$ cat config.mk
export PLATFORM = sky130hd
export DESIGN_NAME = car_sensor_gen
export DESIGN_NICKNAME = d
export VERILOG_FILES = /design/src/rtl/car_sensor_pkg.sv /design/src/rtl/car_sensor_gen_dwell_timer.sv /design/src/rtl/car_sensor_gen.sv
export SDC_FILE = /design/constraint.sdc
export NUM_CORES = 1
export LEC_CHECK = 0
export CORE_UTILIZATION = 40
export DETAILED_ROUTE_END_ITERATION = 7
export PLACE_DENSITY = 0.72
export SYNTH_ARGS = -nofsm -noshare
export SYNTH_HDL_FRONTEND = slang
export SYNTH_SLANG_ARGS = --single-unit
$ cat constraint.sdc
create_clock -name clk -period 2.5 [get_ports clk]
set_input_delay 0.5 -clock clk [delete_from_list [all_inputs] [get_ports clk]]
set_output_delay 0.5 -clock clk [all_outputs]
set_load 0.01 [all_outputs]
$ cat src/rtl/car_sensor_pkg.sv
// car_sensor_pkg: shared phase encoding, direction and sensor-pair constants
// for the gate-sensor stimulus generator.
package car_sensor_pkg;

  typedef enum logic [2:0] {
    PH_IDLE,
    PH_A,
    PH_B,
    PH_C,
    PH_GAP
  } phase_t;

  localparam logic DIR_ENTER = 1'b0;
  localparam logic DIR_EXIT  = 1'b1;

  // Sensor pairs written as {outer, inner}
  localparam logic [1:0] SNS_00 = 2'b00;
  localparam logic [1:0] SNS_10 = 2'b10;
  localparam logic [1:0] SNS_11 = 2'b11;
  localparam logic [1:0] SNS_01 = 2'b01;

  // Sensor pattern a car shows in a given phase for a given direction
  function automatic logic [1:0] phase_sns(input phase_t ph, input logic dir);
    logic [1:0] sns;
    sns = SNS_00;
    case (ph)
      PH_A:    sns = (dir == DIR_ENTER) ? SNS_10 : SNS_01;
      PH_B:    sns = SNS_11;
      PH_C:    sns = (dir == DIR_ENTER) ? SNS_01 : SNS_10;
      default: sns = SNS_00;
    endcase
    return sns;
  endfunction

endpackage

$ cat src/rtl/car_sensor_gen_dwell_timer.sv
// dwell_timer: loadable down-counter that flags when a phase has run its
// programmed number of cycles. Load has priority over decrement.
module dwell_timer #(
  parameter int unsigned DW_W = 8
) (
  input  logic            clk,
  input  logic            reset,
  input  logic            load,
  input  logic [DW_W-1:0] load_val,
  input  logic            dec,
  output logic            zero
);

  localparam logic [DW_W-1:0] ONE = DW_W'(1);

  logic [DW_W-1:0] cnt;

  // Reload on phase entry, otherwise count down and stick at zero
  always_ff @(posedge clk) begin
    if (reset) begin
      cnt <= '0;
    end else if (load) begin
      cnt <= load_val;
    end else if (dec && (cnt != '0)) begin
      cnt <= cnt - ONE;
    end
  end

  assign zero = (cnt == '0);

endmodule

$ cat src/rtl/car_sensor_gen.sv
// car_sensor_gen: plays the outer/inner photo-sensor sequence of a car
// entering or leaving the lot, one DWELL-cycle phase at a time, and keeps
// saturating counts of completed entries and exits.
// Build option CAR_SENSOR_GAP_EN inserts a DWELL-cycle idle gap after each car.
module car_sensor_gen
  import car_sensor_pkg::*;
#(
  parameter int unsigned DWELL = 4,
  parameter int unsigned DW_W  = 8,
  parameter int unsigned CNT_W = 8
) (
  input  logic             clk,
  input  logic             reset,
  input  logic             cmd_valid,
  input  logic             cmd_dir,
  output logic             cmd_ready,
  output logic             outer,
  output logic             inner,
  output logic             busy,
  output logic             done,
  output logic [CNT_W-1:0] enter_count,
  output logic [CNT_W-1:0] exit_count
);

  localparam logic [DW_W-1:0]  RELOAD  = DW_W'(DWELL - 1);
  localparam logic [CNT_W-1:0] CNT_MAX = '1;
  localparam logic [CNT_W-1:0] CNT_ONE = CNT_W'(1);

  phase_t state, state_next;
  logic   dir, dir_next;
  logic   accept, load, dec, zero, finish;

  dwell_timer #(.DW_W(DW_W)) u_timer (
    .clk      (clk),
    .reset    (reset),
    .load     (load),
    .load_val (RELOAD),
    .dec      (dec),
    .zero     (zero)
  );

  // Next phase, timer reload and completion strobe
  always_comb begin
    state_next = state;
    load       = 1'b0;
    finish     = 1'b0;
    accept     = cmd_valid && (state == PH_IDLE);
    dec        = (state != PH_IDLE);
    dir_next   = accept ? cmd_dir : dir;
    case (state)
      PH_IDLE: begin
        if (accept) begin
          state_next = PH_A;
          load       = 1'b1;
        end
      end
      PH_A: begin
        if (zero) begin
          state_next = PH_B;
          load       = 1'b1;
        end
      end
      PH_B: begin
        if (zero) begin
          state_next = PH_C;
          load       = 1'b1;
        end
      end
      PH_C: begin
        if (zero) begin
          finish = 1'b1;
          load   = 1'b1;
`ifdef CAR_SENSOR_GAP_EN
          state_next = PH_GAP;
`else
          state_next = PH_IDLE;
`endif
        end
      end
`ifdef CAR_SENSOR_GAP_EN
      PH_GAP: begin
        if (zero) begin
          state_next = PH_IDLE;
        end
      end
`endif
      default: state_next = PH_IDLE;
    endcase
  end

  // Outputs are registered from the next phase so they line up with the state
  always_ff @(posedge clk) begin
    if (reset) begin
      state          <= PH_IDLE;
      dir            <= DIR_ENTER;
      {outer, inner} <= SNS_00;
      done           <= 1'b0;
      enter_count    <= '0;
      exit_count     <= '0;
    end else begin
      state          <= state_next;
      dir            <= dir_next;
      {outer, inner} <= phase_sns(state_next, dir_next);
      done           <= finish;
      if (finish && (dir == DIR_ENTER) && (enter_count != CNT_MAX)) begin
        enter_count <= enter_count + CNT_ONE;
      end
      if (finish && (dir == DIR_EXIT) && (exit_count != CNT_MAX)) begin
        exit_count <= exit_count + CNT_ONE;
      end
    end
  end

  assign cmd_ready = (state == PH_IDLE);
  assign busy      = !cmd_ready;

endmodule

==> results of run 1 <==
## layer usage
| layer | up-vias | share of wire (%) | GRT usage (%) |
|---|---|---|---|
| met3 | 10 | 3.1 | 4.69 |
| met2 | 29 | 46 | 30.0 |
| met5 | - | 0 | 0 |
| met4 | 0 | 2.1 | 9.24 |
| met1 | 691 | 49 | 23.0 |
| li1 | 784 | - | - |
## cell type report
class | instances | area, sq um | share of cell area, %
multi-input cells | 140 | 915 | 44.5
repair buffers | 33 | 308 | 15.0
clock inverters | 2 | 35.0 | 1.71
clock buffers | 6 | 82.6 | 4.02
inverters | 9 | 33.8 | 1.64
well taps | 48 | 60.1 | 2.92
flip-flops and latches | 31 | 621 | 30.2
## state kept, by name, summed over array words and instances (netlist names)
signal / count
state: 3
outer: 1
done: 1
enter_count: 8
u_timer.cnt: 8
inner: 1
dir: 1
exit_count: 8
## critical path: cells and delay by family, from the launching register on
family,cells,cell delay [ns]
simple gates,3,1.80
flops,1,0.31
compound gates,1,0.16
## metrics by stage
stage	power [W]	std cells	hold WS, ns
after detailed placement	0.00144	261	0.491
after global placement	0.00143	261	0.488
after global routing	0.00209	269	0.540
after CTS	0.00196	269	0.506
final	0.00196	269	0.502
after floorplan	0.00122	191	0.479
## cells in the mapped netlist, types with 3 or more instances
| library cell | number | area share [%] |
|---|---|---|
| o2111ai_1 | 3 | 1.6 |
| nor4_1 | 4 | 1.6 |
| or4_1 | 11 | 5.1 |
| dfxtp_1 | 31 | 38 |
| a21oi_1 | 19 | 5.9 |
| nor2_1 | 14 | 3.3 |
| nand3_1 | 4 | 1.2 |
| inv_1 | 9 | 2.1 |
| nor3_1 | 5 | 1.6 |
| and3_1 | 3 | 1.2 |
| nand2_1 | 6 | 1.4 |
| o211ai_1 | 3 | 1.4 |
| nand4_1 | 6 | 2.3 |
| o21ai_0 | 7 | 2.2 |
| ha_1 | 4 | 3.1 |
| or3_1 | 8 | 3.1 |
| clkbuf_1 | 8 | 1.9 |
| o31ai_1 | 9 | 4.2 |
| xor2_1 | 5 | 2.7 |
## power by group
group | internal (W) | total [W] | switching [W] | leakage (nW)
registers | 0.000570 | 0.000641 | 0.0000708 | 0.252
logic | 0.000376 | 0.000797 | 0.000421 | 0.394
clock network | 0.000322 | 0.000518 | 0.000196 | 0.0612
total | 0.00127 | 0.00196 | 0.000687 | 0.707
## path summary, 6_finish.rpt
path                                      end  slack [ns]  cells after the start
worst max-delay path            exit_count[4]        0.16                      4
worst min-delay path            exit_count[5]        0.50                      2
worst max register to register  exit_count[4]        0.16                      4
worst min register to register  exit_count[5]        0.50                      2
## placed cells by master, fill, tap and decap left out, types with 3 or more instances in the layout
master           netlist  routed
dfxtp_1               31      31
clkdlybuf4s50_1        0      24
a21oi_1               19      19
nor2_1                14      14
or4_1                 11      11
inv_1                  9       9
o31ai_1                9       9
buf_4                  0       9
or3_1                  8       8
o21ai_0                7       7
nand2_1                6       6
nand4_1                6       6
clkbuf_8               0       6
nor3_1                 5       5
xor2_1                 5       5
nand3_1                4       4
nor4_1                 4       4
ha_1                   4       4
and3_1                 3       3
o211ai_1               3       3
o2111ai_1              3       3
## logic make-up after synthesis
group,after synthesis,share of synthesized area [%]
AOI/OAI and AO/OA,52,20.9
xor gates and xnor gates,7,3.80
adders and majority gates,4,3.10
buffers and inverters,20,4.88
DFF,31,38.4
muxes,3,1.94
other,1,0.232
and+or+nand+nor,73,26.7
==> metrics.txt, run 1 <==
# TYPE chip_impl_metric gauge
chip_impl_metric{name="antenna_found_initial",unit=""} 0
chip_impl_metric{name="stdcell_area",unit="sq um"} 2050
chip_impl_metric{name="report.final.setup_viol",unit=""} 0
chip_impl_metric{name="cts_inserted_buffers",unit=""} 5
chip_impl_metric{name="fin_crit",unit="ns"} 2.34
chip_impl_metric{name="timing.setup.tns",unit="ns"} 0
chip_impl_metric{name="critical_path_arrival",unit="ns"} 2.56
chip_impl_metric{name="fin_crit_sh",unit="%"} 93.5
chip_impl_metric{name="wl_per_cell",unit="um"} 12.9
chip_impl_info{name="cts_tree",value="yes"} 1
chip_impl_info{name="clk_root_buffer_cell",value="clkbuf_8"} 1
chip_impl_metric{name="worst_setup_slack_before_clock_tree_synthesis",unit="ns"} 0.130
chip_impl_metric{name="gpl.final_weighted_congestion",unit=""} 0.834
chip_impl_info{name="start_point_of_the_worst_min_delay_path",value="exit_count[5]"} 1
chip_impl_metric{name="grt_start_max_net_pins",unit=""} 17
chip_impl_metric{name="worstSkewPairLatency",unit="ns"} 0.29
chip_impl_metric{name="longest_individual_stage_delay_on_the_worst_path",unit="ns"} 0.65
chip_impl_info{name="critical_path.endpoint_type",value="flop"} 1
chip_impl_metric{name="timing.slew.headroom",unit="%"} 47.3
chip_impl_metric{name="synthesis.area_per_instance",unit="sq um"} 8.45
chip_impl_metric{name="drt_drc_violations_left",unit=""} 0
chip_impl_info{name="crit_type",value="flop to flop"} 1
chip_impl_metric{name="grt_overflow",unit=""} 0
chip_impl_info{name="slowest_stage",value="or4_1"} 1
chip_impl_metric{name="drt-vias-per-instance",unit=""} 5.63
chip_impl_metric{name="place_area",unit="sq um"} 1940
chip_impl_metric{name="die_w",unit="um"} 65.5
chip_impl_metric{name="clock_sinks",unit=""} 31
chip_impl_metric{name="dpl.hpwl",unit="um"} 2460
chip_impl_metric{name="fp.dieArea",unit="sq um"} 4290
chip_impl_metric{name="worst_ep_required_time",unit="ns"} 2.72
chip_impl_info{name="ys.flop_type",value="dfxtp_1"} 1
chip_impl_metric{name="layout_setup_ws",unit="ns"} 0.163
chip_impl_metric{name="cellLeakagePower",unit="nW"} 0.707
chip_impl_metric{name="fin_util",unit="%"} 54.5
chip_impl_metric{name="achievable-frequency",unit="GHz"} 0.428
chip_impl_metric{name="clk_transition_reported_paths",unit="ns"} 0.07
chip_impl_metric{name="netlist_instances",unit=""} 191
chip_impl_metric{name="pwr_density_cell",unit="nW/um^2"} 952
chip_impl_metric{name="slew_violations",unit=""} 0
chip_impl_info{name="crit_top_cell",value="or4_1"} 1
chip_impl_metric{name="cap_violations",unit=""} 0
chip_impl_metric{name="synth_cell_type_count",unit=""} 42
chip_impl_metric{name="insertedDiodeCount",unit=""} 0
chip_impl_metric{name="overall_global_routing_resource_usage",unit="%"} 18.7
chip_impl_info{name="status",value="completed"} 1
chip_impl_metric{name="synth_sequential_area_ratio",unit="%"} 38.4
chip_impl_metric{name="postCtsSetupRepairBufs",unit=""} 0
chip_impl_metric{name="boundaryPins",unit=""} 25
chip_impl_metric{name="drtAntennaViolNets",unit=""} 0
chip_impl_metric{name="grt_pass1_wl",unit="um"} 6180
chip_impl_metric{name="hold_viol",unit=""} 0
chip_impl_info{name="hold_path_class",value="flop to flop"} 1
chip_impl_metric{name="io_buffers",unit=""} 24
chip_impl_info{name="crit-reg2reg-launch",value="u_timer.cnt[2]"} 1
chip_impl_metric{name="synth.yosys.warnings",unit=""} 0
chip_impl_metric{name="synth-edff-count",unit=""} 0
chip_impl_metric{name="h-tree-depth",unit=""} 2
chip_impl_metric{name="drt_iter0_drc",unit=""} 117
chip_impl_metric{name="vias",unit=""} 1514
chip_impl_info{name="crit_path_cell_trace",value="or4_1, or3_1, or4_1, a21oi_1"} 1
chip_impl_metric{name="drt-total-wl",unit="um"} 3470
chip_impl_metric{name="cts_resized",unit=""} 0
chip_impl_metric{name="clock_tree.buffer_depth",unit=""} 2
chip_impl_metric{name="critical_path_peak_fanout",unit=""} 12
chip_impl_info{name="cp-startpoint",value="u_timer.cnt[2]"} 1
chip_impl_metric{name="die_h",unit="um"} 65.5
chip_impl_metric{name="fp.coreArea",unit="sq um"} 3770
chip_impl_metric{name="row_count",unit=""} 22
chip_impl_metric{name="count_of_hold_fix_buffers_inserted_at_cts",unit=""} 0
chip_impl_metric{name="fin_nets",unit=""} 228
chip_impl_metric{name="drt_pre_antenna_iters",unit=""} 4
chip_impl_metric{name="drive_above_1_share",unit="%"} 9.95
chip_impl_metric{name="mappedNetlistArea",unit="sq um"} 1610
chip_impl_metric{name="finClkSkew",unit="ns"} 0.00778
chip_impl_metric{name="postSynthRegisterBits",unit=""} 31
chip_impl_info{name="rsz0062_at_grt",value="false"} 1
chip_impl_metric{name="synthesis.nets",unit=""} 199
chip_impl_metric{name="initial_core_util",unit="%"} 42.8
chip_impl_metric{name="worst_pin_slew",unit="ns"} 0.784
chip_impl_metric{name="number_of_global_route_vias_before_repair",unit=""} 1432
chip_impl_metric{name="irDropWorstVdd",unit="mV"} 0.834
chip_impl_metric{name="final.fill_count",unit=""} 356
chip_impl_metric{name="area_growth_syn_to_layout",unit="%"} 27.3
chip_impl_metric{name="asyncSetResetFlopFracSynth",unit="%"} 0
chip_impl_info{name="startpoint_type",value="flop"} 1
(Power assumes the default switching activity.)
==> run 2: changes to the inputs <==
==> constraint.sdc (replaced) <==
create_clock -name clk -period 2.5 [get_ports clk]
set_input_delay 0.75 -clock clk [delete_from_list [all_inputs] [get_ports clk]]
set_output_delay 0.75 -clock clk [all_outputs]
set_load 0.01 [all_outputs]
==> metrics.txt, run 2 (synthesis gave the netlist of run 1 again) <==
# TYPE chip_impl_metric gauge
chip_impl_metric{name="initial_core_util",unit="%"} 42.8
chip_impl_info{name="hold_path_class",value="flop to flop"} 1
chip_impl_info{name="status",value="completed"} 1
chip_impl_metric{name="count_of_hold_fix_buffers_inserted_at_cts",unit=""} 0
chip_impl_info{name="clk_root_buffer_cell",value="clkbuf_8"} 1
chip_impl_metric{name="grt_start_max_net_pins",unit=""} 18
chip_impl_metric{name="row_count",unit=""} 22
chip_impl_metric{name="cap_violations",unit=""} 0
chip_impl_metric{name="wl_per_cell",unit="um"} 12.9
chip_impl_metric{name="hold_viol",unit=""} 0
chip_impl_metric{name="overall_global_routing_resource_usage",unit="%"} 18.0
chip_impl_metric{name="switching_share",unit="%"} 36.3
chip_impl_metric{name="layout_setup_ws",unit="ns"} 0.100
chip_impl_metric{name="fin_util",unit="%"} 54.8
chip_impl_metric{name="fin_crit",unit="ns"} 2.40
chip_impl_metric{name="cts_resized",unit=""} 0
chip_impl_metric{name="fin_crit_sh",unit="%"} 96.0
chip_impl_metric{name="io_buffers",unit=""} 24
chip_impl_info{name="critical_path.endpoint_type",value="primary output"} 1
chip_impl_info{name="rsz0062_at_grt",value="false"} 1
chip_impl_metric{name="cellLeakagePower",unit="nW"} 0.717
chip_impl_metric{name="timing.slew.headroom",unit="%"} 49.5
chip_impl_info{name="crit_type",value="flop to primary output"} 1
chip_impl_metric{name="number_of_global_route_vias_before_repair",unit=""} 1393
chip_impl_info{name="top_registers",value="enter_count x8, exit_count x8, u_timer.cnt x8"} 1
chip_impl_metric{name="drt_drc_violations_left",unit=""} 0
chip_impl_metric{name="fp.coreArea",unit="sq um"} 3770
chip_impl_info{name="layout_common_cells",value="dfxtp_1, clkdlybuf4s50_1, a21oi_1, nor2_1, buf_4"} 1
chip_impl_metric{name="fp.dieArea",unit="sq um"} 4290
chip_impl_metric{name="dpl.hpwl",unit="um"} 2430
chip_impl_metric{name="worst_setup_slack_before_clock_tree_synthesis",unit="ns"} 0.00693
chip_impl_metric{name="slew_violations",unit=""} 0
chip_impl_metric{name="die_h",unit="um"} 65.5
chip_impl_metric{name="achievable-frequency",unit="GHz"} 0.417
chip_impl_metric{name="cts_inserted_buffers",unit=""} 5
chip_impl_metric{name="stdcell_area",unit="sq um"} 2070
chip_impl_info{name="cts_tree",value="yes"} 1
chip_impl_metric{name="report.final.setup_viol",unit=""} 0
chip_impl_metric{name="critical_path_peak_fanout",unit=""} 9
chip_impl_metric{name="vias",unit=""} 1576
chip_impl_metric{name="clock_tree.buffer_depth",unit=""} 2
chip_impl_metric{name="clk_transition_reported_paths",unit="ns"} 0.07
chip_impl_metric{name="boundaryPins",unit=""} 25
chip_impl_metric{name="irDropWorstVdd",unit="mV"} 0.633
chip_impl_metric{name="clock_power_share",unit="%"} 21.3
chip_impl_metric{name="clock_sinks",unit=""} 31
chip_impl_metric{name="drive_above_1_share",unit="%"} 12.4
chip_impl_metric{name="netSwitchingPower",unit="W"} 0.000690
chip_impl_metric{name="grt_overflow",unit=""} 0
chip_impl_metric{name="drtAntennaViolNets",unit=""} 0
chip_impl_info{name="startpoint_type",value="flop"} 1
chip_impl_metric{name="pwr_density_cell",unit="nW/um^2"} 919
chip_impl_metric{name="postCtsSetupRepairBufs",unit=""} 0
chip_impl_metric{name="insertedDiodeCount",unit=""} 0
chip_impl_metric{name="worst_ep_required_time",unit="ns"} 1.75
chip_impl_metric{name="drt_iter0_drc",unit=""} 65
chip_impl_metric{name="place_area",unit="sq um"} 1970
chip_impl_metric{name="critical_path_arrival",unit="ns"} 1.65
chip_impl_metric{name="drt_pre_antenna_iters",unit=""} 4
chip_impl_metric{name="grt_pass1_wl",unit="um"} 6080
chip_impl_metric{name="drt-total-wl",unit="um"} 3520
chip_impl_metric{name="drt-vias-per-instance",unit=""} 5.77
chip_impl_metric{name="internal_power",unit="W"} 0.00121
chip_impl_metric{name="worst_pin_slew",unit="ns"} 0.751
chip_impl_metric{name="gpl.final_weighted_congestion",unit=""} 0.846
chip_impl_metric{name="timing.reg2reg.setup_slack",unit="ns"} 0.16
chip_impl_metric{name="power_frac_seq",unit="%"} 34.2
chip_impl_metric{name="antenna_found_initial",unit=""} 0
chip_impl_metric{name="area_growth_syn_to_layout",unit="%"} 28.1
chip_impl_metric{name="worstSkewPairLatency",unit="ns"} 0.29
chip_impl_info{name="mostFrequentLayoutCell",value="dfxtp_1"} 1
chip_impl_metric{name="die_w",unit="um"} 65.5
chip_impl_metric{name="finClkSkew",unit="ns"} 0.00561
chip_impl_metric{name="h-tree-depth",unit=""} 2
chip_impl_metric{name="p_comb_share",unit="%"} 44.5
chip_impl_metric{name="timing.setup.tns",unit="ns"} 0
chip_impl_metric{name="fin_nets",unit=""} 233
==> run 2: area by class of cell <==
cell class / instances / area (sq um)
fill: 357 / 1700
multi-input combinational: 140 / 920
sequential: 31 / 622
timing repair buffer: 38 / 345
clock buffer: 6 / 82.6
tap: 48 / 60.1
inverter: 9 / 33.8
clock inverter: 1 / 5.00
==> run 2: final timing paths <==
check                         to  cells after the start      startpoint
hold reg to reg   enter_count[7]                      2  enter_count[7]
hold / removal    enter_count[7]                      2  enter_count[7]
setup reg to reg  enter_count[3]                      6  u_timer.cnt[0]
setup / recovery            busy                      3        state[1]
==> run 2: worst max-delay path, stage by stage (launching register included) <==
cell	delay, ns
dfxtp_1	0.51
nor3_2	0.11
inv_1	0.18
clkdlybuf4s50_1	0.57
==> run 2: per-stage QoR <==
stage                     hold WS, ns  total power [W]  instances
after floorplan                 0.479          0.00122        191
after global placement          0.481          0.00148        266
after detailed placement        0.496          0.00149        266
after CTS                       0.509          0.00190        273
after global routing            0.523          0.00205        273
final                           0.507          0.00190        273
==> run 2: layer usage <==
metal	share of wire (%)	up-vias	GRT usage (%)
met5	0	-	0
met4	1.6	0	8.70
met3	4.3	7	4.51
met2	45	39	27.6
met1	49	740	23.4
li1	-	790	-
==> run 2: power groups by stage <==
| stage | clock, W | sequential [W] | combinational [W] |
|---|---|---|---|
| floorplan | 0 | 0.000642 | 0.000582 |
| CTS | 0.000413 | 0.000645 | 0.000842 |
| finish | 0.000404 | 0.000650 | 0.000846 |
| detailed placement | 0 | 0.000656 | 0.000837 |
| global route | 0.000443 | 0.000663 | 0.000940 |
| global placement | 0 | 0.000655 | 0.000827 |
